--- src/rtl/ahb_apb_pkg.sv ---
// Shared FSM state type, AHB encodings and the APB strobe decode for the AHB-to-APB bridge.
package ahb_apb_pkg;

  typedef enum logic [2:0] {
    ST_IDLE,
    ST_WDATA,
    ST_SETUP,
    ST_ACCESS,
    ST_ERR1,
    ST_ERR2
  } state_t;

  localparam logic [1:0] HTRANS_IDLE   = 2'b00;
  localparam logic [1:0] HTRANS_BUSY   = 2'b01;
  localparam logic [1:0] HTRANS_NONSEQ = 2'b10;
  localparam logic [1:0] HTRANS_SEQ    = 2'b11;

  localparam logic [2:0] HSIZE_BYTE = 3'b000;
  localparam logic [2:0] HSIZE_HALF = 3'b001;
  localparam logic [2:0] HSIZE_WORD = 3'b010;

  // Only NONSEQ/SEQ carry a real transfer; IDLE/BUSY get a zero-wait OKAY.
  function automatic logic htrans_active(input logic [1:0] htrans);
    logic act;
    case (htrans)
      HTRANS_NONSEQ, HTRANS_SEQ: act = 1'b1;
      HTRANS_IDLE, HTRANS_BUSY:  act = 1'b0;
      default:                   act = 1'b0;
    endcase
    return act;
  endfunction

  function automatic logic [3:0] pstrb_decode(input logic       write,
                                              input logic [2:0] size,
                                              input logic [1:0] addr_lo);
    logic [3:0] strb;
    strb = 4'h0;
    if (write) begin
      case (size)
        HSIZE_BYTE: strb = 4'b0001 << addr_lo;
        HSIZE_HALF: strb = addr_lo[1] ? 4'b1100 : 4'b0011;
        HSIZE_WORD: strb = 4'hF;
        default:    strb = 4'hF;
      endcase
    end
    return strb;
  endfunction

endpackage

--- src/rtl/apb_slot_mux.sv ---
// Selects PRDATA/PREADY/PSLVERR of the addressed APB slot.
// Latency: combinational. Backpressure: none, pure select; unknown slot returns all zeros.
module apb_slot_mux #(
  parameter int NUM_SLV = 8
) (
  input  logic [3:0]           slot_idx,
  input  logic [NUM_SLV*32-1:0] prdata_all,
  input  logic [NUM_SLV-1:0]   pready_all,
  input  logic [NUM_SLV-1:0]   pslverr_all,
  output logic [31:0]          prdata,
  output logic                 pready,
  output logic                 pslverr
);

  always_comb begin
    prdata  = '0;
    pready  = 1'b0;
    pslverr = 1'b0;
    for (int k = 0; k < NUM_SLV; k++) begin
      if (slot_idx == 4'(k)) begin
        prdata  = prdata_all[k*32 +: 32];
        pready  = pready_all[k];
        pslverr = pslverr_all[k];
      end
    end
  end

endmodule

--- src/rtl/ahb_apb_bridge_param.sv ---
// AHB-lite to APB bridge over NUM_SLV slots; `define APB_TIMEOUT_EN adds a PREADY watchdog.
// Latency: HREADYOUT returns 4 cycles after the address phase for a zero-wait slave, +1 per wait state.
// Backpressure: HREADYOUT low while a transfer is in flight; errors answered with a two-cycle ERROR.
module ahb_apb_bridge_param
  import ahb_apb_pkg::*;
#(
  parameter int NUM_SLV = 8,
  parameter int PADDR_W = 12,
  parameter int TIMEOUT = 255
) (
  input  logic                    HCLK,
  input  logic                    HRESET,
  input  logic                    HSEL,
  input  logic [PADDR_W+3:0]      HADDR,
  input  logic [1:0]              HTRANS,
  input  logic [2:0]              HSIZE,
  input  logic                    HWRITE,
  input  logic                    HNONSEC,
  input  logic [6:0]              HPROT,
  input  logic                    HREADY,
  input  logic [31:0]             HWDATA,
  output logic                    HREADYOUT,
  output logic [31:0]             HRDATA,
  output logic                    HRESP,
  output logic [PADDR_W-1:0]      PADDR,
  output logic                    PENABLE,
  output logic                    PWRITE,
  output logic [2:0]              PPROT,
  output logic [3:0]              PSTRB,
  output logic [31:0]             PWDATA,
  output logic [NUM_SLV-1:0]      PSEL,
  input  logic [NUM_SLV*32-1:0]   PRDATA_ALL,
  input  logic [NUM_SLV-1:0]      PREADY_ALL,
  input  logic [NUM_SLV-1:0]      PSLVERR_ALL
);

  if (NUM_SLV < 1 || NUM_SLV > 16) begin : g_bad_num_slv
    $error("ahb_apb_bridge_param: NUM_SLV must be 1..16");
  end
  if (PADDR_W < 3 || PADDR_W > 28) begin : g_bad_paddr_w
    $error("ahb_apb_bridge_param: PADDR_W must be 3..28");
  end
  if (TIMEOUT < 1 || TIMEOUT > 65535) begin : g_bad_timeout
    $error("ahb_apb_bridge_param: TIMEOUT must be 1..65535");
  end

  state_t               state;
  logic [3:0]           slot_idx;
  logic [PADDR_W-1:0]   addr_q;
  logic [2:0]           size_q;
  logic                 write_q;
  logic [2:0]           pprot_q;
  logic [31:0]          prdata_sel;
  logic                 pready_sel;
  logic                 pslverr_sel;
  logic [3:0]           haddr_slot;
  logic                 accept;
  logic                 unused_hprot;

`ifdef APB_TIMEOUT_EN
  logic [15:0]          to_cnt;
`endif

  assign haddr_slot   = HADDR[PADDR_W+3:PADDR_W];
  assign accept       = HSEL && HREADY && htrans_active(HTRANS);
  assign unused_hprot = &{1'b0, HPROT[6:2]};

  apb_slot_mux #(.NUM_SLV(NUM_SLV)) u_slot_mux (
    .slot_idx    (slot_idx),
    .prdata_all  (PRDATA_ALL),
    .pready_all  (PREADY_ALL),
    .pslverr_all (PSLVERR_ALL),
    .prdata      (prdata_sel),
    .pready      (pready_sel),
    .pslverr     (pslverr_sel)
  );

  always_ff @(posedge HCLK) begin
    if (HRESET) begin
      state     <= ST_IDLE;
      HREADYOUT <= 1'b1;
      HRESP     <= 1'b0;
      HRDATA    <= '0;
      PSEL      <= '0;
      PENABLE   <= 1'b0;
      PWRITE    <= 1'b0;
      PADDR     <= '0;
      PWDATA    <= '0;
      PSTRB     <= '0;
      PPROT     <= '0;
      slot_idx  <= '0;
      addr_q    <= '0;
      size_q    <= '0;
      write_q   <= 1'b0;
      pprot_q   <= '0;
`ifdef APB_TIMEOUT_EN
      to_cnt    <= '0;
`endif
    end else begin
      HRDATA <= '0;
      case (state)
        // ERR2 already shows HREADYOUT=1, so the master may start the next transfer here.
        ST_IDLE, ST_ERR2: begin
          HREADYOUT <= 1'b1;
          HRESP     <= 1'b0;
          state     <= ST_IDLE;
          if (accept) begin
            slot_idx  <= haddr_slot;
            addr_q    <= HADDR[PADDR_W-1:0];
            size_q    <= HSIZE;
            write_q   <= HWRITE;
            pprot_q   <= {~HPROT[0], HNONSEC, HPROT[1]};
            HREADYOUT <= 1'b0;
            if ({1'b0, haddr_slot} < 5'(NUM_SLV)) begin
              state <= ST_WDATA;
            end else begin
              HRESP <= 1'b1;
              state <= ST_ERR1;
            end
          end
        end
        // APB-side outputs only move when SETUP begins, so they hold between transfers.
        ST_WDATA: begin
          PWDATA  <= HWDATA;
          PADDR   <= {addr_q[PADDR_W-1:2], 2'b00};
          PWRITE  <= write_q;
          PPROT   <= pprot_q;
          PSTRB   <= pstrb_decode(write_q, size_q, addr_q[1:0]);
          PSEL    <= NUM_SLV'(1) << slot_idx;
          PENABLE <= 1'b0;
          state   <= ST_SETUP;
        end
        ST_SETUP: begin
          PENABLE <= 1'b1;
          state   <= ST_ACCESS;
`ifdef APB_TIMEOUT_EN
          to_cnt  <= '0;
`endif
        end
        ST_ACCESS: begin
          if (pready_sel) begin
            PSEL    <= '0;
            PENABLE <= 1'b0;
            if (pslverr_sel) begin
              HRESP <= 1'b1;
              state <= ST_ERR1;
            end else begin
              HREADYOUT <= 1'b1;
              HRDATA    <= write_q ? '0 : prdata_sel;
              state     <= ST_IDLE;
            end
          end
`ifdef APB_TIMEOUT_EN
          else begin
            to_cnt <= to_cnt + 16'd1;
            // Dropping PSEL here makes any late PREADY from the slave irrelevant.
            if (to_cnt == 16'(TIMEOUT - 1)) begin
              PSEL    <= '0;
              PENABLE <= 1'b0;
              HRESP   <= 1'b1;
              state   <= ST_ERR1;
            end
          end
`endif
        end
        ST_ERR1: begin
          HREADYOUT <= 1'b1;
          HRESP     <= 1'b1;
          state     <= ST_ERR2;
        end
        default: state <= ST_IDLE;
      endcase
    end
  end

endmodule

--- config.mk ---
export PLATFORM = sky130hd
export DESIGN_NAME = ahb_apb_bridge_param
export DESIGN_NICKNAME = d
export VERILOG_FILES = /design/src/rtl/ahb_apb_pkg.sv /design/src/rtl/apb_slot_mux.sv /design/src/rtl/ahb_apb_bridge_param.sv
export SDC_FILE = /design/constraint.sdc
export NUM_CORES = 1
export LEC_CHECK = 0
export ABC_AREA = 1
export CAP_MARGIN = 10
export CORE_AREA = 10 10 161 163
export CTS_CLUSTER_DIAMETER = 150
export DETAILED_ROUTE_END_ITERATION = 16
export DIE_AREA = 0 0 171 173
export PLACE_DENSITY = 0.7
export SLEW_MARGIN = 5
export SYNTH_ARGS = -nofsm -noshare
export SYNTH_HDL_FRONTEND = slang
export SYNTH_SLANG_ARGS = --single-unit
--- constraint.sdc ---
create_clock -name HCLK -period 2.25 [get_ports HCLK]
set_clock_uncertainty 0.2 [all_clocks]
set_input_delay 0.45 -clock HCLK [delete_from_list [all_inputs] [get_ports HCLK]]
set_output_delay 0.45 -clock HCLK [all_outputs]
set_load 0.01 [all_outputs]
==> results.md, run 1 <==
* Full die area at 29580 µm²
* Clock Path Buffers at 2
* Total vias in the final route at 7693
* Synth Area per Inst at 6.624 µm²
* Final std cells w/o fill at 1616
* Clock Sinks at 119
* Uppermost routed layer: met5
* CTS buffer count at 17
* Area delta synth->final at 91.02%
* Port bufs at 424
* Count of cell types in the netlist at 35
* Met3 wire len at 3932 µm
* Clk pin slew, worst setup/hold paths at 0.06 ns
* DRC at 0
* Crit start category: flop
* Post-DP HPWL at 26720 µm
* WL met2 at 16560 µm
* CTS Hold Bufs at 0
* CTS tree: built
* Routed WL per cell at 21.08 µm
* Minimum clock period at 2.113 ns
* Final Hold Vio Count at 0
* Die Width at 171 µm
* DP Cell Count at 1571
* M1 wire length at 12730 µm
* Share of cells above drive strength 1 at 7.127%
* R2R Path Start: slot_idx[2]
* Critical Path Start: slot_idx[2]
* Hold crit path type: reg2reg
* Max Freq at 473.2 MHz
* Nature of the critical path endpoint: flop
* Initial antenna violation count at 20
* Worst Max-Slew Pin Slew at 0.5200 ns
* Slew Limit Fails at 0
* Final design area excluding fillers at 11170 µm²
* Max_cap viols at 0
* Starting DRT DRC Count at 462
* Core Footprint at 22570 µm²
* Req. time, crit path at 2.38 ns
* Post-synthesis register bit count at 119
* Total I/O pin count at 433
* Placed Instance Area at 10510 µm²
* Root buf cell: clkbuf_16
* GR Overflow Total at 0
* Rel. slew slack at 65.34%
* Worst slack, placed at 0.03012 ns
* Layout fillers at 2218
* CP arrival at 2.25 ns
* Detail Route Antenna Nets at 0
* Number of global-route vias before repair at 7640
* Worst Hold Depth at 2
* Sequential fraction of the synthesis area at 40.73%
* First-pass GRT wire length at 49500 µm
* Die H at 173 µm
* Highest net fanout along the worst path at 31
* Num rows at 55
* Worst Reg2Reg Path Length in Cells at 11
* Synth warn at 0
* Final setup margin at 0.1368 ns
* Worst skew pair latency at 0.41 ns
* Syn Inst Count at 883
* Initial Util at 25.91%
* DRT Pass-1 Iters at 5
* Setup violators final at 0
* Status: finished, final reports clean
* Beginning of the worst hold path: size_q[0]
* Fin nets at 1644
* Largest net degree at the start of global routing at 71
* Max VDD drop at 0.5868 mV
* Overall Global Routing Usage at 22.02%
* Pwr/cell area at 613.9 nW/µm²
* H-Tree Depth at 4
* Lkg Pwr at 0.004473 µW
* Netlist Area Pre-Place at 5849 µm²
* RD Place Congestion at 1.010
* Wirelength, routed at 34070 µm
* Tcrit/Tclk final at 93.92%
* CP Class: reg2reg
* Drt via density at 4.761
==> power by group <==
| group | switching, µW | internal, µW | total, µW |
|---|---|---|---|
| sequential | 63.4 | 2230 | 2290 |
| clock | 1120 | 1780 | 2900 |
| combinational | 737 | 929 | 1670 |
| total | 1920 | 4940 | 6860 |
==> cell usage in the layout, fill, tap and decap left out, types with 2 or more instances in the layout <==
cell / Yosys / layout
a21oi_1: 44 / 44
a21oi_2: 3 / 3
a221oi_1: 24 / 24
a31oi_1: 2 / 2
buf_12: 0 / 5
buf_4: 4 / 28
bufinv_16: 0 / 3
clkbuf_16: 0 / 17
clkdlybuf4s50_1: 0 / 424
clkinv_1: 2 / 2
clkinv_4: 0 / 2
clkinvlp_4: 0 / 2
conb_1: 1 / 2
dfxtp_1: 119 / 118
diode_2: 0 / 12
inv_1: 40 / 38
inv_2: 2 / 4
inv_6: 0 / 5
inv_8: 0 / 2
nand2_1: 225 / 225
nand2_2: 4 / 4
nand3_1: 24 / 24
nand4_1: 39 / 39
nor2_1: 184 / 183
nor2_2: 10 / 10
nor2_4: 1 / 2
nor3_1: 2 / 2
nor3_4: 1 / 2
o21ai_0: 91 / 91
==> what timing repair did <==
action | in CTS | in global routing
gates resized for setup | 0 | 3
buffers inserted | 0 | 1
setup endpoints to repair | 0 | 33
==> cells in the mapped netlist, drive strengths merged <==
| cell | number | area [µm²] |
|---|---|---|
| a41oi | 1 | 8.760 |
| nand4 | 40 | 256.5 |
| inv | 42 | 157.6 |
| buf | 22 | 133.9 |
| dfxtp | 119 | 2382 |
| o21ai | 92 | 460.4 |
| nand3 | 25 | 130.1 |
| conb | 1 | 3.750 |
| nor2 | 195 | 764.5 |
| nor3 | 4 | 36.29 |
| clkinv | 2 | 7.510 |
| o211ai | 1 | 7.510 |
| a31oi | 2 | 12.51 |
| or2 | 3 | 18.78 |
| a21oi | 48 | 262.8 |
| a221oi | 24 | 210.2 |
| and3 | 1 | 6.260 |
| nand2 | 229 | 869.6 |
| clkbuf | 32 | 120.1 |
==> state kept, by name, indices dropped and copies added (netlist names), 3 cells and up <==
name,count
PPROT,3
size_q,3
pprot_q,3
PSEL,8
slot_idx,4
PWDATA,32
PADDR,10
PSTRB,4
addr_q,12
state,3
HRDATA,32
==> stage by stage <==
stage	hold WS (ns)	setup TNS (ns)	utilization [%]	power, µW
6_report	0.2539	0	49.50	6860
5_1_grt	0.2718	-0.008811	49.48	7211
4_1_cts	0.2574	0	49.32	6936
3_5_place_dp	0.2487	0	46.58	3996
3_3_place_gp	0.2417	0	46.58	3977
2_1_floorplan	0.2303	0	-	2968
==> path summary, 6_finish.rpt <==
path | to | slack (ns)
setup / recovery | HRDATA[7] | 0.14
setup reg to reg | HRDATA[7] | 0.14
hold reg to reg | size_q[0] | 0.25
hold / removal | size_q[0] | 0.25
==> per-layer routing <==
metal,vias up,global-route usage [%]
met4,16,7.321
met2,332,37.02
met3,49,10.34
met1,3526,23.70
met5,-,0
li1,3770,-
==> area by class of cell <==
class | count | area, µm² | share of cell area (%)
antenna | 12 | 30.03 | 0.2688
clock buffer | 18 | 429.2 | 3.841
clock inverter | 14 | 188.9 | 1.691
inverter | 44 | 165.2 | 1.478
multi-input combinational | 667 | 3065 | 27.44
sequential | 119 | 2384 | 21.33
tap | 285 | 356.6 | 3.191
timing repair buffer | 457 | 4554 | 40.76
==> worst max-delay path, stage by stage, from the launching register on <==
cell and delay (ns):
dfxtp_1 0.31, buf_4 0.14, inv_1 0.09, nor2_2 0.06, nand2_1 0.15, inv_1 0.11
a21oi_1 0.18, nand4_2 0.16, a21oi_2 0.18, nand2_2 0.08, buf_12 0.18, a31oi_1 0.17
==> cell families (layout without fill, tap and decap cells) <==
| kind of cell | count (synthesis) | after routing | synth area share (%) |
|---|---|---|---|
| AOI/OAI and AO/OA | 168 | 168 | 16.45 |
| DFF | 119 | 119 | 40.73 |
| buffers and inverters | 98 | 533 | 7.166 |
| and+or+nand+nor | 497 | 497 | 35.59 |
| other | 1 | 14 | 0.06411 |
No activity file was read; power rests on OpenSTA's default activity.
==> run 2, diff against run 1 <==
- RECOVER_POWER: default -> 100
- SETUP_SLACK_MARGIN: default -> 0.2
==> results.md, run 2 (synthesis gave the netlist of run 1 again) <==
* Highest net fanout along the worst path at 8
* Die Width at 171 µm
* CTS Hold Bufs at 0
* Rel. slew slack at 65.37%
* First-pass GRT wire length at 49490 µm
* RD Place Congestion at 1.010
* Worst hold margin at 0.2541 ns
* Worst Max-Slew Pin Slew at 0.5195 ns
* Number of global-route vias before repair at 7639
* Tcrit/Tclk final at 92.16%
* Die H at 173 µm
* Routed WL per cell at 21.32 µm
* Most frequent cells in the layout: clkdlybuf4s50_1, nand2_1, nor2_1
* Port bufs at 424
* Fin nets at 1652
* H-Tree Depth at 4
* Drt via density at 4.776
* Initial antenna violation count at 20
* Final setup margin at 0.1765 ns
* Lkg Pwr at 0.004867 µW
* Full die area at 29580 µm²
* Max_cap viols at 0
* Worst skew pair latency at 0.41 ns
* CP Class: reg2reg
* Wirelength, routed at 34630 µm
* Post-route setup TNS at 0 ns
* Share of cells above drive strength 1 at 8.440%
* Num rows at 55
* Root buf cell: clkbuf_16
* DRC at 0
* Worst slack, placed at 0.03012 ns
* Total I/O pin count at 433
* Crit start category: flop
* CTS buffer count at 17
* Starting DRT DRC Count at 432
* Max VDD drop at 0.5803 mV
* Final Hold Vio Count at 0
* Status: finished, final reports clean
* GR Overflow Total at 0
* Initial Util at 25.91%
* Clk pin slew, worst setup/hold paths at 0.06 ns
* Pwr/cell area at 604.3 nW/µm²
* Total vias in the final route at 7756
* Overall Global Routing Usage at 22.01%
* Regs by FF count: HRDATA x32, PWDATA x32, addr_q x12
* Clock Path Buffers at 2
* RSZ-0062 raised after global routing: yes
* Largest net degree at the start of global routing at 71
* Detail Route Antenna Nets at 0
* CTS tree: built
* Placed Instance Area at 10510 µm²
* Req. time, crit path at 2.38 ns
* Finished Core Util at 50.24%
* Post-DP HPWL at 26720 µm
* Slew Limit Fails at 0
* Hold crit path type: reg2reg
* Final design area excluding fillers at 11340 µm²
* CP arrival at 2.21 ns
* Max Freq at 482.3 MHz
* Core Footprint at 22570 µm²
* Nature of the critical path endpoint: flop
* Commonest non-fill, non-tap cell in the layout: clkdlybuf4s50_1
* Minimum clock period at 2.074 ns
* DRT Pass-1 Iters at 5
* Setup violators final at 0
* Clock Sinks at 119
* Area delta synth->final at 93.86%
run 2: repair_timing:
| action | CTS | global route |
|---|---|---|
| setup buffers | 1 | 6 |
| pin swaps | 4 | 7 |
| endpoints found under the setup margin | 32 | 36 |
| gates resized for setup | 8 | 28 |
| cloned | 0 | 2 |
run 2: final cells by class:
class	count	area (µm²)
repair buffers	465	4652
well taps	285	356.6
multi-input cells	667	3120
clock buffers	18	429.2
inverters	44	172.7
fillers	2219	11230
clock inverters	14	188.9
flip-flops and latches	119	2390
diodes	12	30.03
run 2: final timing paths:
check,startpoint,to,slack [ns],cells after the start
worst max-delay path,slot_idx[2],HRDATA[7],0.18,11
worst min-delay path,size_q[0],size_q[0],0.25,2
worst max register to register,slot_idx[2],HRDATA[7],0.18,11
worst min register to register,size_q[0],size_q[0],0.25,2
run 2: metrics by stage:
step / cells / power (µW)
after floorplan: 884 / 2968
after global placement: 1571 / 3977
after detailed placement: 1571 / 3996
after CTS: 1604 / 6943
after global routing: 1622 / 7206
final: 1624 / 6853
run 2: worst max-delay path, stage by stage, from the launching register on:
cell	delay, ns
dfxtp_1	0.31
buf_4	0.15
inv_2	0.08
nor2_4	0.05
nand2_2	0.10
inv_1	0.10
a21oi_2	0.12
nand4_1	0.22
a21oi_4	0.25
nand2_4	0.11
buf_12	0.16
a31oi_1	0.15
run 2: metal layers:
layer / up-vias / track usage [%] / share of wire, %
li1: 3784 / - / -
met1: 3547 / 23.69 / 37
met2: 357 / 36.97 / 49
met3: 52 / 10.36 / 12
met4: 16 / 7.394 / 2.2
met5: - / 0 / 0.34
run 2: power by group:
| part | switching [µW] | leakage [µW] | internal (µW) |
|---|---|---|---|
| combinational | 750 | 0.00360 | 913 |
| sequential | 60.5 | 0.000967 | 2230 |
| clock | 1120 | 0.000296 | 1780 |
